==> config.mk <==
export PLATFORM = sky130hd
export DESIGN_NAME = axis_frame_packer_flat
export DESIGN_NICKNAME = d
export VERILOG_FILES = /design/src/rtl/axis_frame_packer_if.sv /design/src/rtl/axis_frame_packer.sv /design/src/flat_wrapper.sv
export SDC_FILE = /design/constraint.sdc
export NUM_CORES = 1
export LEC_CHECK = 0
export ABC_AREA = 1
export CAP_MARGIN = 20
export CELL_PAD_IN_SITES_DETAIL_PLACEMENT = 0
export CELL_PAD_IN_SITES_GLOBAL_PLACEMENT = 2
export CORE_UTILIZATION = 31
export DETAILED_ROUTE_END_ITERATION = 10
export GPL_TIMING_DRIVEN = 0
export PLACE_DENSITY = 0.95
export SLEW_MARGIN = 20
export SYNTH_ARGS = -nofsm -noshare
export SYNTH_HDL_FRONTEND = slang
export SYNTH_SLANG_ARGS = --single-unit
==> constraint.sdc <==
create_clock -name aclk -period 5.1 [get_ports aclk]
set_input_delay 1.02 -clock aclk [delete_from_list [all_inputs] [get_ports aclk]]
set_output_delay 1.02 -clock aclk [all_outputs]
set_load 0.02 [all_outputs]
==> src/rtl/axis_frame_packer_if.sv <==
// AXI4-Stream bundle shared by the upstream (slave) and downstream (master)
// sides of the frame packer.
interface axis_frame_packer_if #(
    parameter int DATA_W = 32
);
    logic                  tvalid;
    logic                  tready;
    logic [DATA_W-1:0]     tdata;
    logic                  tlast;
    logic [DATA_W/8-1:0]   tkeep;

    modport master (
        output tvalid,
        output tdata,
        output tlast,
        output tkeep,
        input  tready
    );

    modport slave (
        input  tvalid,
        input  tdata,
        input  tlast,
        input  tkeep,
        output tready
    );
endinterface

==> src/rtl/axis_frame_packer.sv <==
// Cuts a TLAST-less 32-bit stream into fixed-length frames, closing a partial
// frame early when the input stays idle for cfg_timeout_i cycles.
module axis_frame_packer #(
    parameter int DATA_W    = 32,
    parameter int LEN_W     = 16,
    parameter int TIMEOUT_W = 16
) (
    input  logic                 aclk,
    input  logic                 aresetn,
    input  logic [LEN_W-1:0]     cfg_frame_len_i,
    input  logic [TIMEOUT_W-1:0] cfg_timeout_i,
    axis_frame_packer_if.slave   s_axis,
    axis_frame_packer_if.master  m_axis,
    output logic                 frame_done_o,
    output logic                 timeout_flush_o
);

    typedef enum logic [1:0] {
        ST_EMPTY = 2'd0,
        ST_HOLD  = 2'd1,
        ST_FLUSH = 2'd2
    } state_t;

    state_t                 state_q;
    logic [DATA_W-1:0]      h_data_q;
    logic [LEN_W-1:0]       word_cnt_q;
    logic [LEN_W-1:0]       len_q;
    logic [TIMEOUT_W-1:0]   idle_cnt_q;
    logic                   o_valid_q;
    logic [DATA_W-1:0]      o_data_q;
    logic                   o_last_q;
    logic                   frame_done_q;
    logic                   timeout_flush_q;

    logic                   out_free_s;
    logic                   s_ready_s;
    logic                   accept_s;
    logic                   timeout_hit_s;
    logic [LEN_W-1:0]       len_d;
    logic [LEN_W-1:0]       word_cnt_d;

    // Handshake qualifiers and next-frame length derived from current registers.
    always_comb begin
        out_free_s    = !o_valid_q || m_axis.tready;
        s_ready_s     = aresetn && ((state_q == ST_EMPTY) || out_free_s);
        accept_s      = s_axis.tvalid && s_ready_s;
        len_d         = (cfg_frame_len_i == {LEN_W{1'b0}}) ? {{(LEN_W-1){1'b0}}, 1'b1}
                                                           : cfg_frame_len_i;
        word_cnt_d    = word_cnt_q + {{(LEN_W-1){1'b0}}, 1'b1};
        timeout_hit_s = (cfg_timeout_i != {TIMEOUT_W{1'b0}}) &&
                        (idle_cnt_q == (cfg_timeout_i - {{(TIMEOUT_W-1){1'b0}}, 1'b1}));
    end

    // Frame FSM: hold register, output register, counters and status pulses.
    always_ff @(posedge aclk) begin
        if (!aresetn) begin
            state_q         <= ST_EMPTY;
            h_data_q        <= {DATA_W{1'b0}};
            word_cnt_q      <= {LEN_W{1'b0}};
            len_q           <= {{(LEN_W-1){1'b0}}, 1'b1};
            idle_cnt_q      <= {TIMEOUT_W{1'b0}};
            o_valid_q       <= 1'b0;
            o_data_q        <= {DATA_W{1'b0}};
            o_last_q        <= 1'b0;
            frame_done_q    <= 1'b0;
            timeout_flush_q <= 1'b0;
        end else begin
            frame_done_q    <= o_valid_q && m_axis.tready && o_last_q;
            timeout_flush_q <= 1'b0;
            // A consumed beat drops valid unless the FSM reloads O below.
            if (m_axis.tready) begin
                o_valid_q <= 1'b0;
            end
            case (state_q)
                ST_EMPTY: begin
                    idle_cnt_q <= {TIMEOUT_W{1'b0}};
                    if (accept_s) begin
                        h_data_q   <= s_axis.tdata;
                        word_cnt_q <= {{(LEN_W-1){1'b0}}, 1'b1};
                        len_q      <= len_d;
                        state_q    <= (len_d == {{(LEN_W-1){1'b0}}, 1'b1}) ? ST_FLUSH : ST_HOLD;
                    end
                end
                ST_HOLD: begin
                    if (accept_s) begin
                        o_valid_q  <= 1'b1;
                        o_data_q   <= h_data_q;
                        o_last_q   <= 1'b0;
                        h_data_q   <= s_axis.tdata;
                        word_cnt_q <= word_cnt_d;
                        idle_cnt_q <= {TIMEOUT_W{1'b0}};
                        state_q    <= (word_cnt_d == len_q) ? ST_FLUSH : ST_HOLD;
                    end else if (timeout_hit_s) begin
                        timeout_flush_q <= 1'b1;
                        idle_cnt_q      <= {TIMEOUT_W{1'b0}};
                        state_q         <= ST_FLUSH;
                    end else if (idle_cnt_q != {TIMEOUT_W{1'b1}}) begin
                        idle_cnt_q <= idle_cnt_q + {{(TIMEOUT_W-1){1'b0}}, 1'b1};
                    end
                end
                ST_FLUSH: begin
                    idle_cnt_q <= {TIMEOUT_W{1'b0}};
                    if (out_free_s) begin
                        o_valid_q <= 1'b1;
                        o_data_q  <= h_data_q;
                        o_last_q  <= 1'b1;
                        // Back-to-back: the incoming word opens the next frame.
                        if (accept_s) begin
                            h_data_q   <= s_axis.tdata;
                            word_cnt_q <= {{(LEN_W-1){1'b0}}, 1'b1};
                            len_q      <= len_d;
                            state_q    <= (len_d == {{(LEN_W-1){1'b0}}, 1'b1}) ? ST_FLUSH : ST_HOLD;
                        end else begin
                            word_cnt_q <= {LEN_W{1'b0}};
                            state_q    <= ST_EMPTY;
                        end
                    end
                end
                default: begin
                    state_q <= ST_EMPTY;
                end
            endcase
        end
    end

    assign s_axis.tready   = s_ready_s;
    assign m_axis.tvalid   = o_valid_q;
    assign m_axis.tdata    = o_data_q;
    assign m_axis.tlast    = o_last_q;
    assign m_axis.tkeep    = {(DATA_W/8){1'b1}};
    assign frame_done_o    = frame_done_q;
    assign timeout_flush_o = timeout_flush_q;

endmodule

==> src/flat_wrapper.sv <==
// flat-port wrapper written by rule: the top's interface ports become plain ports
module axis_frame_packer_flat 
#(
    parameter int DATA_W    = 32,
    parameter int LEN_W     = 16,
    parameter int TIMEOUT_W = 16
)
  (aclk, aresetn, cfg_frame_len_i, cfg_timeout_i, frame_done_o, timeout_flush_o, s_axis_tvalid, s_axis_tdata, s_axis_tlast, s_axis_tkeep, s_axis_tready, m_axis_tvalid, m_axis_tdata, m_axis_tlast, m_axis_tkeep, m_axis_tready);
  axis_frame_packer_if #(.DATA_W(DATA_W)) s_axis_i ();
  axis_frame_packer_if #(.DATA_W(DATA_W)) m_axis_i ();
  input  logic aclk;
  input  logic aresetn;
  input  logic [LEN_W-1:0] cfg_frame_len_i;
  input  logic [TIMEOUT_W-1:0] cfg_timeout_i;
  output logic frame_done_o;
  output logic timeout_flush_o;
  input wire logic [$bits(s_axis_i.tvalid)-1:0] s_axis_tvalid;
  input wire logic [$bits(s_axis_i.tdata)-1:0] s_axis_tdata;
  input wire logic [$bits(s_axis_i.tlast)-1:0] s_axis_tlast;
  input wire logic [$bits(s_axis_i.tkeep)-1:0] s_axis_tkeep;
  output wire logic [$bits(s_axis_i.tready)-1:0] s_axis_tready;
  output wire logic [$bits(m_axis_i.tvalid)-1:0] m_axis_tvalid;
  output wire logic [$bits(m_axis_i.tdata)-1:0] m_axis_tdata;
  output wire logic [$bits(m_axis_i.tlast)-1:0] m_axis_tlast;
  output wire logic [$bits(m_axis_i.tkeep)-1:0] m_axis_tkeep;
  input wire logic [$bits(m_axis_i.tready)-1:0] m_axis_tready;
  assign s_axis_i.tvalid = s_axis_tvalid;
  assign s_axis_i.tdata = s_axis_tdata;
  assign s_axis_i.tlast = s_axis_tlast;
  assign s_axis_i.tkeep = s_axis_tkeep;
  assign s_axis_tready = s_axis_i.tready;
  assign m_axis_tvalid = m_axis_i.tvalid;
  assign m_axis_tdata = m_axis_i.tdata;
  assign m_axis_tlast = m_axis_i.tlast;
  assign m_axis_tkeep = m_axis_i.tkeep;
  assign m_axis_i.tready = m_axis_tready;
  axis_frame_packer #(.DATA_W(DATA_W), .LEN_W(LEN_W), .TIMEOUT_W(TIMEOUT_W)) u_core (.aclk(aclk), .aresetn(aresetn), .cfg_frame_len_i(cfg_frame_len_i), .cfg_timeout_i(cfg_timeout_i), .s_axis(s_axis_i), .m_axis(m_axis_i), .frame_done_o(frame_done_o), .timeout_flush_o(timeout_flush_o));
endmodule
==> summary.txt <==
Outcome
  • Status: completed

Power and ir drop
  • Maximum vdd drop: between 200 and 300 µV
  • Pleak: 3.35 nW
  • Cell Pwr Density: about 420 nW/µm²
  • Total power: ~3.4 mW

Final layout
  • Multi-input gate area: 3220 µm²
  • Nets: approximately 1200
  • Share of cells above drive strength 1: 0.0696
  • Fill count: between 2000 and 2500
  • Finished Cell Area: around 8200 µm²
  • Area grow syn2layout: 31.7%
  • Area occupied by registers: 2360 µm²
  • ANT cells: 0
  • Final Non-Filler Cells: approximately 1400
  • Finished Core Util: 0.420

Setup path
  • CP max FO: 2
  • Worst Path Arrival: around 2.4 ns
  • Critical path capture point type: primary output
  • CP top delay family: buffers and inverters
  • RR Startpoint: u_core.state_q[0]
  • Startpoint class of the critical path: input port
  • Critical path cell sequence: clkdlybuf4s50_1 > nor2_1 > inv_1 > o21ai_1 > inv_1 > clkdlybuf4s50_1
  • Worst EP required: about 4.1 ns
  • WS Path Type: in -> out
  • Flop2flop setup slack: 2.41 ns
  • R2R depth: 9
  • CP max stage delay: around 0.65 ns
  • Worst path bufs/invs: 4
  • Reg-to-reg endpoint: u_core.len_q[0]
  • Worst path slowest cell: clkdlybuf4s50_1

Yosys
  • Top cells by area in the synthesized netlist: dfxtp_1, nand2_1, nor2_1, inv_1, o21ai_0
  • #FFs+latches synth: about 120
  • Post-Synthesis Cells: roughly 950
  • Cell Area, Synth: 6240 µm²
  • Sequential-to-total area share from yosys stat: 0.378
  • Post-Syn Area per Cell: between 6 and 7 µm²
  • Yosys warns: 0
  • Top cell type's share of synthesized area: 0.378
  • Yosys top cell by area: dfxtp_1
  • Post-synth cell types: 37

Clocking
  • CTS Hold Buffers Added: 0
  • CTS buffer count: 17
  • Reg clk slew, reported paths: around 0.06 ns
  • Clock tree buffer depth: 2
  • Post-cts sizing count: 0
  • Root buf cell: clkbuf_16
  • Clock Latency Late Sink: 0.42 ns
  • H-tree depth: 4
  • Clock Sink Count: between 100 and 150
  • Post-CTS Setup Inserts: 0
  • CTS tree: yes

Placed design
  • Placed cell areas: around 7600 µm²
  • Placed cell count: ~1300
  • GP Congestion: slightly above 0.8
  • Post-DP HPWL: 13000 µm
  • IO buf count: roughly 100
  • Dpl ws: between 1 and 1.5 ns

Timing
  • Unrepaired setup endpoints after global routing: no
  • TNS Setup: 0 ns
  • Slew Viols, Final: 0
  • PnR worst setup slack: approximately 1.6 ns
  • Tmin final: roughly 3.5 ns
  • Final setup viols: 0
  • Fin crit share: 0.679
  • Worst hold margin: about 0.44 ns
  • Max Freq: around 290 MHz
  • Worst relative slew slack: 0.322
  • Fin. Hold Viols: 0
  • Worst Tran Pin Value: between 1 and 1.5 ns
  • Clk_skew: roughly 0.0087 ns

Detailed routing
  • DRT antenna net count: 0
  • Pre-Repair DR Iteration Count: 4
  • Iter 0 DRT Violations: between 300 and 400
  • Post-DR wirelength/cell: approximately 13 µm
  • DRC violations left: 0
  • Vias/cell: approximately 4.4
  • Routed WL: ~17000 µm
  • Total vias in the final route: 6038

Floorplan
  • Starting Density: 0.319
  • Die footprint: between 20000 and 25000 µm²
  • Std-Cell Rows: 51
  • Die Y: 144 µm
  • Die Wd: 144 µm
  • Core box area: 19600 µm²
  • Ports: 114

Hold path
  • Hold Crit Start: u_core.m_axis.tdata[3]
  • HP Class: reg -> reg
  • Hold depth: 2
  • WHS Endpoint: u_core.m_axis.tdata[3]

Run
  • Total of max-cap violations: 0

GRT
  • Initial antenna violation count: 0
  • First-pass GRT wire length: around 28000 µm
  • GRT overflow: 0
  • Largest net degree at the start of global routing: 17
  • Total GRT Usage: 0.174
  • Vias in the first global route: between 5000 and 6000
-- placed cells by master, fill, tap and decap left out, types with 3 or more instances in the layout --
master           instances
nand4_1                 14
nor2_2                   7
o21ai_0                 89
conb_1                   4
inv_2                    4
nand2_1                186
clkbuf_16               17
clkinvlp_4               6
a21oi_1                 70
ha_1                     7
a211oi_1                 3
nand3_1                 51
nor4_1                   5
clkdlybuf4s50_1        103
o21ai_1                  3
o21bai_1                 3
nor2_1                 170
inv_1                  120
xnor2_1                  6
bufinv_16                3
buf_2                   10
buf_4                    6
nand3b_1                 3
nor3_1                  15
nand3_2                  4
clkbuf_1                20
xor2_1                  18
nand2_2                  5
dfxtp_1                118
-- cell families after synthesis --
family,count (synthesis),share of synthesized area
XOR/XNOR,27,0.0437
adder cells (fa/ha/maj),7,0.0140
flip-flops,118,0.378
multiplexers,1,0.00160
buffers and inverters,165,0.107
AO/OA/AOI/OAI,171,0.141
AND/OR/NAND/NOR,464,0.314
other,1,0.000601
-- state kept, by name, summed over array words and instances, names as in the netlist --
signal and flops:
u_core.m_axis.tvalid 1, u_core.timeout_flush_o 1, u_core.idle_cnt_q 16, u_core.state_q 2
u_core.m_axis.tlast 1, u_core.m_axis.tdata 32, u_core.h_data_q 32, u_core.frame_done_o 1
u_core.len_q 16, u_core.word_cnt_q 16
-- worst max-delay path by stage --
stage                                 from  cells after the start                     to  slack, ns
after floorplan           cfg_timeout_i[0]                     14  u_core.idle_cnt_q[15]       2.46
after global placement       m_axis_tready                     11        u_core.len_q[0]       1.30
after detailed placement     m_axis_tready                     11        u_core.len_q[0]       1.37
after CTS                    m_axis_tready                      6          s_axis_tready       1.64
after global routing         m_axis_tready                      6          s_axis_tready       1.54
final                        m_axis_tready                      6          s_axis_tready       1.64
-- cell type report --
cell class                      count  share of cell area
Clock inverter                     15              0.0219
Clock buffer                       17              0.0517
Tap cell                          265              0.0403
Sequential cell                   118               0.287
Buffer                             41              0.0250
Multi-Input combinational cell    674               0.392
Timing Repair Buffer              103               0.125
Inverter                          124              0.0566
-- cell usage after synthesis --
library cell	number
a211oi_1	3
buf_4	6
dfxtp_1	118
or2_2	2
nand2_2	5
conb_1	1
o21bai_1	3
nor4_1	5
a32oi_1	1
xnor3_1	1
buf_6	2
xnor2_1	6
mux2i_1	1
clkbuf_2	1
nand3_1	51
nor2_2	7
buf_1	2
nor2_1	170
nand4_1	14
xor3_1	1
o211ai_1	1
inv_1	120
o21ai_1	3
buf_2	10
xor2_1	18
nand2_1	186
nand3b_1	3
xnor2_2	1
clkbuf_1	20
inv_2	4
nand3_2	4
nor3_1	15
ha_1	7
nor2_4	2
a21oi_1	70
o21ai_0	89
a22oi_1	1
-- where the power goes --
group	internal [mW]	total, mW	leakage (nW)	switching, mW
sequential	1.09	1.19	0.965	0.0987
combinational	0.430	1.03	2.11	0.598
clock	0.769	1.22	0.278	0.452
-- layer usage --
layer  global-route usage  vias to the layer above  share of wire
met5                    0                        -              0
met4               0.0465                        0         0.0081
met3               0.0610                       12          0.067
met2                0.261                      119           0.42
met1                0.233                     2625           0.50
li1                     -                     3282              -
-- worst min-delay path, stage by stage (launching register included) --
cell and delay [ns]:
dfxtp_1 0.31, inv_1 0.05, a21oi_1 0.05
(Power assumes the default switching activity.)
